**config.mk**
```make
export PLATFORM = sky130hd
export DESIGN_NAME = seven_seg_scan_driver
export DESIGN_NICKNAME = d
export VERILOG_FILES = /design/src/rtl/seg7_pkg.sv /design/src/rtl/seg7_decode.sv /design/src/rtl/seven_seg_scan_driver.sv
export SDC_FILE = /design/constraint.sdc
export NUM_CORES = 1
export LEC_CHECK = 0
export BUFFER_PORTS_ARGS = -buffer_cell sky130_fd_sc_hd__buf_2
export CAP_MARGIN = 5
export CORE_MARGIN = 4
export CORE_UTILIZATION = 52
export DETAILED_ROUTE_END_ITERATION = 8
export PLACE_DENSITY = 0.76
export SYNTH_ARGS = -nofsm -noshare
export SYNTH_HDL_FRONTEND = slang
export SYNTH_SLANG_ARGS = --single-unit
```
**constraint.sdc**
```tcl
create_clock -name clk -period 2.6 [get_ports clk]
set_input_delay 0.26 -clock clk [delete_from_list [all_inputs] [get_ports clk]]
set_output_delay 0.26 -clock clk [all_outputs]
set_load 0.005 [all_outputs]
```
**src/rtl/seg7_pkg.sv**
```systemverilog
// Seven-segment constants shared by the scan driver and its decoder.
// Segment bytes are active-low {a,b,c,d,e,f,g,dp}; the patterns below leave dp dark.
package seg7_pkg;

    localparam logic [7:0] SEG_0   = 8'h03;
    localparam logic [7:0] SEG_1   = 8'h9F;
    localparam logic [7:0] SEG_2   = 8'h25;
    localparam logic [7:0] SEG_3   = 8'h0D;
    localparam logic [7:0] SEG_4   = 8'h99;
    localparam logic [7:0] SEG_5   = 8'h49;
    localparam logic [7:0] SEG_6   = 8'h41;
    localparam logic [7:0] SEG_7   = 8'h1F;
    localparam logic [7:0] SEG_8   = 8'h01;
    localparam logic [7:0] SEG_9   = 8'h09;
    localparam logic [7:0] SEG_DP  = 8'hFE;
    localparam logic [7:0] SEG_OFF = 8'hFF;

    localparam logic [3:0] CODE_ZERO = 4'h0;
    localparam logic [3:0] CODE_MAX  = 4'h9;
    localparam logic [3:0] CODE_DP   = 4'hA;
    localparam logic [3:0] CODE_OFF  = 4'hF;

    typedef enum logic {
        BLINK_SHOW = 1'b0,
        BLINK_HIDE = 1'b1
    } blink_phase_t;

endpackage

```
**src/rtl/seg7_decode.sv**
```systemverilog
// Combinational BCD-to-segment decode with decimal point merge.
// Codes 0-9 carry the requested dp; 0xA is a lone dp; 0xB-0xF are dark.
module seg7_decode
    import seg7_pkg::*;
(
    input  logic [3:0] code,
    input  logic       dp,
    output logic [7:0] seg
);

    logic [7:0] base;

    always_comb begin
        base = SEG_OFF;
        case (code)
            4'h0:    base = SEG_0;
            4'h1:    base = SEG_1;
            4'h2:    base = SEG_2;
            4'h3:    base = SEG_3;
            4'h4:    base = SEG_4;
            4'h5:    base = SEG_5;
            4'h6:    base = SEG_6;
            4'h7:    base = SEG_7;
            4'h8:    base = SEG_8;
            4'h9:    base = SEG_9;
            default: base = SEG_OFF;
        endcase

        if (code <= CODE_MAX)
            seg = {base[7:1], ~dp};
        else if (code == CODE_DP)
            seg = SEG_DP;
        else
            seg = SEG_OFF;
    end

endmodule

```
**src/rtl/seven_seg_scan_driver.sv**
```systemverilog
// Multiplexed seven-segment scanner with frame-coherent snapshot, anti-ghost
// guard, leading-zero suppression, per-digit blink and global blanking.
module seven_seg_scan_driver
    import seg7_pkg::*;
#(
    parameter int NUM_DIGITS   = 8,
    parameter int REFRESH_DIV  = 100000,
    parameter int GUARD_CYCLES = 2,
    parameter int BLINK_FRAMES = 250,
    parameter int LZ_BLANK     = 1
) (
    input  logic                    clk,
    input  logic                    rst_n,
    input  logic [4*NUM_DIGITS-1:0] digits_i,
    input  logic [NUM_DIGITS-1:0]   dp_i,
    input  logic [NUM_DIGITS-1:0]   blink_en_i,
    input  logic                    blank_i,
    output logic [NUM_DIGITS-1:0]   anode,
    output logic [7:0]              cathode,
    output logic                    frame_tick
);

    localparam int IDX_W  = (NUM_DIGITS > 1) ? $clog2(NUM_DIGITS) : 1;
    localparam int SLOT_W = $clog2(REFRESH_DIV);
    localparam int FR_W   = (BLINK_FRAMES > 1) ? $clog2(BLINK_FRAMES) : 1;

    localparam logic [IDX_W-1:0]  IDX_MAX  = IDX_W'(NUM_DIGITS - 1);
    localparam logic [SLOT_W-1:0] SLOT_MAX = SLOT_W'(REFRESH_DIV - 1);
    localparam logic [SLOT_W-1:0] GUARD    = SLOT_W'(GUARD_CYCLES);
    localparam logic [FR_W-1:0]   FR_MAX   = FR_W'(BLINK_FRAMES - 1);

    logic [SLOT_W-1:0]       slot_cnt;
    logic [IDX_W-1:0]        idx;
    logic [FR_W-1:0]         frame_cnt;
    blink_phase_t            phase;
    logic [4*NUM_DIGITS-1:0] digits_snap;
    logic [NUM_DIGITS-1:0]   dp_snap;
    logic [NUM_DIGITS-1:0]   blink_snap;

    logic                    slot_wrap;
    logic                    frame_wrap;
    logic                    in_guard;
    logic [NUM_DIGITS-1:0]   lz_mask;
    logic                    zero_run;
    logic [3:0]              cur_code;
    logic                    cur_dp;
    logic                    cur_blink;
    logic                    cur_lz;
    logic [NUM_DIGITS-1:0]   anode_next;
    logic [7:0]              dec_seg;
    logic [7:0]              cathode_next;
    logic                    hide;

    assign slot_wrap  = (slot_cnt == SLOT_MAX);
    assign frame_wrap = slot_wrap && (idx == IDX_MAX);
    assign in_guard   = (slot_cnt < GUARD);

    // lz_mask[k]: digit k and every digit above it hold code 0 in the snapshot
    always_comb begin
        zero_run = 1'b1;
        lz_mask  = '0;
        for (int unsigned k = NUM_DIGITS; k > 0; k--) begin
            zero_run     = zero_run & (digits_snap[4*(k-1) +: 4] == CODE_ZERO);
            lz_mask[k-1] = zero_run;
        end
    end

    always_comb begin
        cur_code   = CODE_OFF;
        cur_dp     = 1'b0;
        cur_blink  = 1'b0;
        cur_lz     = 1'b0;
        anode_next = '1;
        for (int unsigned k = 0; k < NUM_DIGITS; k++) begin
            if (idx == IDX_W'(k)) begin
                cur_code      = digits_snap[4*k +: 4];
                cur_dp        = dp_snap[k];
                cur_blink     = blink_snap[k];
                cur_lz        = lz_mask[k];
                anode_next[k] = 1'b0;
            end
        end
    end

    seg7_decode u_decode (
        .code (cur_code),
        .dp   (cur_dp),
        .seg  (dec_seg)
    );

    // A lit dp keeps an otherwise suppressed leading zero on screen
    always_comb begin
        hide = 1'b0;
        if ((LZ_BLANK != 0) && (idx != '0) && cur_lz && !cur_dp)
            hide = 1'b1;
        if ((phase == BLINK_HIDE) && cur_blink)
            hide = 1'b1;
        cathode_next = hide ? SEG_OFF : dec_seg;
    end

    always_ff @(posedge clk or negedge rst_n) begin
        if (!rst_n) begin
            slot_cnt    <= '0;
            idx         <= '0;
            frame_cnt   <= '0;
            phase       <= BLINK_SHOW;
            digits_snap <= '1;
            dp_snap     <= '0;
            blink_snap  <= '0;
            frame_tick  <= 1'b0;
            anode       <= '1;
            cathode     <= SEG_OFF;
        end else begin
            slot_cnt   <= slot_wrap ? '0 : slot_cnt + 1'b1;
            frame_tick <= frame_wrap;

            if (slot_wrap)
                idx <= (idx == IDX_MAX) ? '0 : idx + 1'b1;

            if (frame_wrap) begin
                digits_snap <= digits_i;
                dp_snap     <= dp_i;
                blink_snap  <= blink_en_i;
                if (frame_cnt == FR_MAX) begin
                    frame_cnt <= '0;
                    phase     <= (phase == BLINK_SHOW) ? BLINK_HIDE : BLINK_SHOW;
                end else begin
                    frame_cnt <= frame_cnt + 1'b1;
                end
            end

            if (blank_i || in_guard) begin
                anode   <= '1;
                cathode <= SEG_OFF;
            end else begin
                anode   <= anode_next;
                cathode <= cathode_next;
            end
        end
    end

endmodule

```
# After elaboration in Yosys (flattened, before gate mapping)
# Memories as Yosys holds them, arrays and structs flattened.
# Cells that the tools add are included.
# Widths: inputs -> output; s select.
# totals
ff_bits	94
rom_bits	112
inputBits	51
word_cells	102
memories	1
# op_classes
n_addsub	3
magnitude_cmp	2
n_eq_ne	10
muxes	51
bitwise_logic	8
n_reduce_logical	17
# mem_list
name	words	width	rd	rd_clocked_by_memory_dff	wr	line	source
(no name shown)	16	7	1	0	0	seg7_decode.sv:15	case (code)
# ops
operator	count
$mux 8	5
$mux 1	36
$logic_not 4->1	8
$mux 4	8
$add 17x1->17 const B	1
$eq 17x17->1 const B	1
$lt 17x2->1 const B	1
$mux 17	1
$eq 3x3->1 const B	4
$add 8x1->8 const B	1
$eq 8x8->1 const B	1
$and 1x1->1	7
$eq 3x2->1 const B	2
$eq 4x4->1 const B	1
$le 4x4->1 const B	1
$logic_and 1x1->1	4
$add 3x1->3 const B	1
$eq 3x1->1 const B	1
$logic_not 3->1	1
$mux 3	1
$reduce_bool 3->1	1
$reduce_and 2->1	1
$logic_not 1->1	1
$logic_or 1x1->1	1
$not 1->1	1

# Depth between registers and ports, before layout
# logic_depth
ltp_word	22
depth_mapped	13
mapped_depth_nobuf	11

# Modules after synthesis
# A second synthesis with hierarchy kept.
# hier_totals
cells_unflattened	532
area_unflattened_um2	4782.1
# by_module_without_submodules
mod	n_inst	cells_per_inst	area_per_inst_um2
seven_seg_scan_driver	1	493	4510.6
seg7_decode	1	39	271.5

# Least setup slack after synthesis
# No wires, ideal clock.
# synth_path
path_type	reg2reg
start	register idx[2]
end	register cathode[0]
setup_time_ns	0.100
arrival_ns	2.537
path_slack_ns	-0.038
path_stages_with_launch	14
period_less_slack_ns	2.638
path_cell_list	dfrtp_1 -> buf_2 -> inv_2 -> ha_1 -> clkbuf_1 -> a211oi_1 -> o31ai_1 -> a31oi_1 -> o21ai_0 -> inv_1 -> ha_1 -> nor2_1 -> nor4bb_1 -> o21ai_0
# synth_between
elab_chain_cells	15
# synth_rtl
element	line	source
start, declared	seven_seg_scan_driver.sv:33	logic [IDX_W-1:0] idx;
start signal, assigned	seven_seg_scan_driver.sv:118	idx <= (idx == IDX_MAX) ? '0 : idx + 1'b1;
branches (longest 13 deep; another with $le 4x4->1)	-	
$mux 8 *	seven_seg_scan_driver.sv:98	cathode_next = hide ? SEG_OFF : dec_seg;
$mux 8 *	seven_seg_scan_driver.sv:132	if (blank_i || in_guard) begin
end signal, assigned	seven_seg_scan_driver.sv:137	cathode <= cathode_next;
end, declared	seven_seg_scan_driver.sv:19	output logic [7:0] cathode,
# Every way passes the cells marked *.
# A chain may end at the register's enable or synchronous reset.

# Worst setup path in the final report
# layout_path
start	register idx[0]
end	register cathode[2]
# layout_between
elab_chain_cells	15
# layout_rtl
element	line
branches (longest 13 deep; another with $mem_v2 16x7)	-
$mux 8 *	seven_seg_scan_driver.sv:98
$mux 8 *	seven_seg_scan_driver.sv:132
# Marks and branches as above.

==> flow_metrics.env <==
export IMPL_outcome="complete, no violations"
export IMPL_cts_buffers=9
export IMPL_postLayoutCellArea_mm2=0.005650
export IMPL_grt_pass1_wl_mm=18.52
export IMPL_area_delta_synth_final_pct=17.45
export IMPL_die_x_um=104.2
export IMPL_slowest_delay_ns=0.46
export IMPL_fmax_mhz=411.4
export IMPL_crit_type="register to register"
export IMPL_clkSinkCount=94
export IMPL_antenna_found_initial=0
export IMPL_drv_slew=0
export IMPL_placed_cell_area_mm2=0.005365
export IMPL_swShare=0.2208
export IMPL_clk_pin_slew_worst_paths_ns=0.09
export IMPL_htreeDepth=3
export IMPL_crit_family="compound AO/OA/AOI/OAI gates"
export IMPL_p_sw_uw=530.9
export IMPL_muxShareOfSynthArea=0.01066
export IMPL_avgSynthCellArea_um2=9.077
export IMPL_grtUsageTotal=0.2066
export IMPL_yosys_area_share_xor_xnor=0.02731
export IMPL_cp_start_kind="register"
export IMPL_synthTopCellsByCount="nand2_1 (174), dfstp_2 (48), dfrtp_1 (46)"
export IMPL_fp_row_count=34
export IMPL_initial_core_util=0.5437
export IMPL_die_area_mm2=0.01085
export IMPL_critPathBufInv=2
export IMPL_grt_max_degree=53
export IMPL_syn_cell_area_mm2=0.004811
export IMPL_postSynthCellCount=530
export IMPL_yosysSeqAreaShare=0.5014
export IMPL_cts_tree="built"
export IMPL_clkPwrFrac=0.359
export IMPL_max_slew_margin=0.5316
export IMPL_synth_edf_count=0
export IMPL_postRouteAntennaNets=0
export IMPL_fin_total_pwr_uw=2405
export IMPL_synth_top_family_by_area="simple AND/OR/NAND/NOR gates"
export IMPL_cp_required_ns=2.84
export IMPL_grt_pass1_vias=3932
export IMPL_clock_skew_ns=0.01423
export IMPL_tightestPinTransition_ns=0.6993
export IMPL_clk_latency_ns=0.35
export IMPL_end_kind="register"
export IMPL_synth_nets=595
export IMPL_p_comb_frac=0.032
export IMPL_finalCritPeriodShare=0.9349
export IMPL_n_antenna_cell=0
export IMPL_setup_viol=0
export IMPL_yosys_warnings=0
export IMPL_clockBufferDepth=2
export IMPL_synth_seq_cells=94
export IMPL_arrival_ns=2.67
export IMPL_gp_congestion=0.9235
export IMPL_period_needed_ns=2.431
export IMPL_holdCritPathClass="input port to register"
export IMPL_seqCellArea_mm2=0.002415
export IMPL_vias=3980
export IMPL_synth_top_area_cell="dfstp_2"
export IMPL_die_h_um=104.2
export IMPL_yosysMostFrequentCell="nand2_1"
export IMPL_slowest_stage="dfrtp_2"
export IMPL_synthAdderAreaFrac=0.03641
export IMPL_crit_chain="buf_4, ha_4, nor3b_1, o31ai_1, a31oi_1, o21ai_2, inv_1, ha_2, nor2_1, o31ai_4, o311ai_2"
export IMPL_drt_iter0_drc=222
export IMPL_cp_max_fo=10
export IMPL_synth_top_area_frac=0.2622
export IMPL_worst_ir_drop_vdd_v=0.0003449
export IMPL_core_area_mm2=0.008848
export IMPL_power_frac_seq=0.610
export IMPL_p_int_uw=1874
export IMPL_multiInputGateArea_mm2=0.002286
export IMPL_grt_overflow=0
export IMPL_drcViolationCount=0
export IMPL_num_io_pins=68
export IMPL_routed_wl_mm=10.99
export IMPL_max_cap_viol_count=0
export IMPL_power_density_mw_per_mm2=425.6
export IMPL_hold_viol_final=0
export IMPL_leakage_uw=0.002513
export IMPL_synth_simple_gate_area_frac=0.2616
export IMPL_yosys_top_cells_area="dfstp_2 (26%), dfrtp_1 (24%), nand2_1 (14%)"
export IMPL_ys_flop_type="dfstp_2"
export IMPL_routedWlPerCell_um=15.17
export IMPL_fillers=778
export IMPL_dr_pass1_iters=5
export IMPL_fin_util=0.6386
export IMPL_root_buffer="clkbuf_8"
export IMPL_port_buffers=67
export IMPL_drive_above_1_share=0.3068
export IMPL_viasPerCell=5.497
export IMPL_fin_nets=676
export IMPL_rsz0062_at_grt="no"
export IMPL_ys_async_sr_fraction=1.000
export IMPL_synth_compound_area_frac=0.1217
export IMPL_hpwl_mm=8.167
export IMPL_ys_types=58
[metal layers]
layer / wire [um] / vias up / GRT usage
li1: - / 1956 / -
met1: 4865 / 1904 / 0.2787
met2: 5477 / 112 / 0.3422
met3: 551 / 8 / 0.03973
met4: 92 / 0 / 0.05603
met5: 0 / - / 0
[final timing paths]
kind                                              from                     endpoint  slack [ns]  cells past startpoint
max                                 idx[0]$_DFFE_PN0N_         cathode[2]$_DFF_PN1_        0.17                     11
min                                        digits_i[2]   digits_snap[2]$_DFFE_PN1P_        0.09                      3
max reg2reg                         idx[0]$_DFFE_PN0N_         cathode[2]$_DFF_PN1_        0.17                     11
min reg2reg                digits_snap[12]$_DFFE_PN1P_  digits_snap[12]$_DFFE_PN1P_        0.47                      2
max in group asynchronous                        rst_n   digits_snap[3]$_DFFE_PN1P_        1.45                      3
min in group asynchronous                        rst_n       slot_cnt[11]$_DFF_PN0_        0.43                      2
[worst min-delay path, stage by stage]
cell	delay [ns]
buf_2	0.09
nand2_1	0.04
nand2_1	0.05
[cell type report]
cell class                 count  area share
clock buffer                  11     0.02502
multi-input combinational    395      0.4046
inverter                      15    0.009965
clock inverter                 5    0.005979
tap                          108     0.02392
timing repair buffer          96      0.1032
sequential                    94      0.4274
[cell usage in the layout, fill, tap and decap left out, types with 7 or more instances in the layout]
master,count
nor2_1,25
nor2b_1,10
buf_2,66
nand3_1,18
o21ai_0,21
inv_1,11
nor3_1,7
nand2_1,174
xnor2_1,11
a21oi_1,11
dfrtp_1,44
clkbuf_8,10
a31oi_1,7
buf_4,27
dfstp_2,48
[power by group through the flow]
stage	clock [uW]	combinational, uW	sequential (uW)
2_1_floorplan	0	5.75	1490
3_3_place_gp	0	75.2	1490
3_5_place_dp	0	76.7	1490
4_1_cts	897	78.3	1470
5_1_grt	965	86.8	1470
6_report	863	75.9	1470
[repair_timing]
item                       CTS  global route
hold buffers                 1             0
hold endpoints to repair    13             0
resized for setup            3            18
setup endpoints to repair    7             8
pin swaps                    0             2
setup buffers                0             2
gates cloned                 0             0
[stage by stage]
| stage | setup TNS, ns | hold WS, ns | setup WS (ns) | std cells |
|---|---|---|---|---|
| global route | 0 | 0.07216 | 0.003541 | 724 |
| detailed placement | -0.1934 | 0.2785 | -0.04955 | 705 |
| finish | 0 | 0.09068 | 0.1692 | 724 |
| global placement | 0 | 0.2737 | 0.07440 | 705 |
| floorplan | 0 | -0.03559 | 0.07214 | 530 |
| CTS | 0 | 0.07160 | 0.05659 | 722 |
[cell families after synthesis]
| family | Yosys count |
|---|---|
| AO/OA/AOI/OAI | 83 |
| XOR/XNOR | 15 |
| adder cells (fa/ha/maj) | 14 |
| buffers and inverters | 41 |
| flip-flops | 94 |
| multiplexers | 5 |
| AND/OR/NAND/NOR | 278 |
[registers in the layout (all words and copies together), names as in the netlist]
name / count
frame_cnt: 8
dp_snap: 8
frame_tick: 1
blink_snap: 8
cathode: 8
idx: 3
digits_snap: 32
anode: 8
slot_cnt: 17
phase: 1
Note: power is estimated with default switching activity, not from simulation.
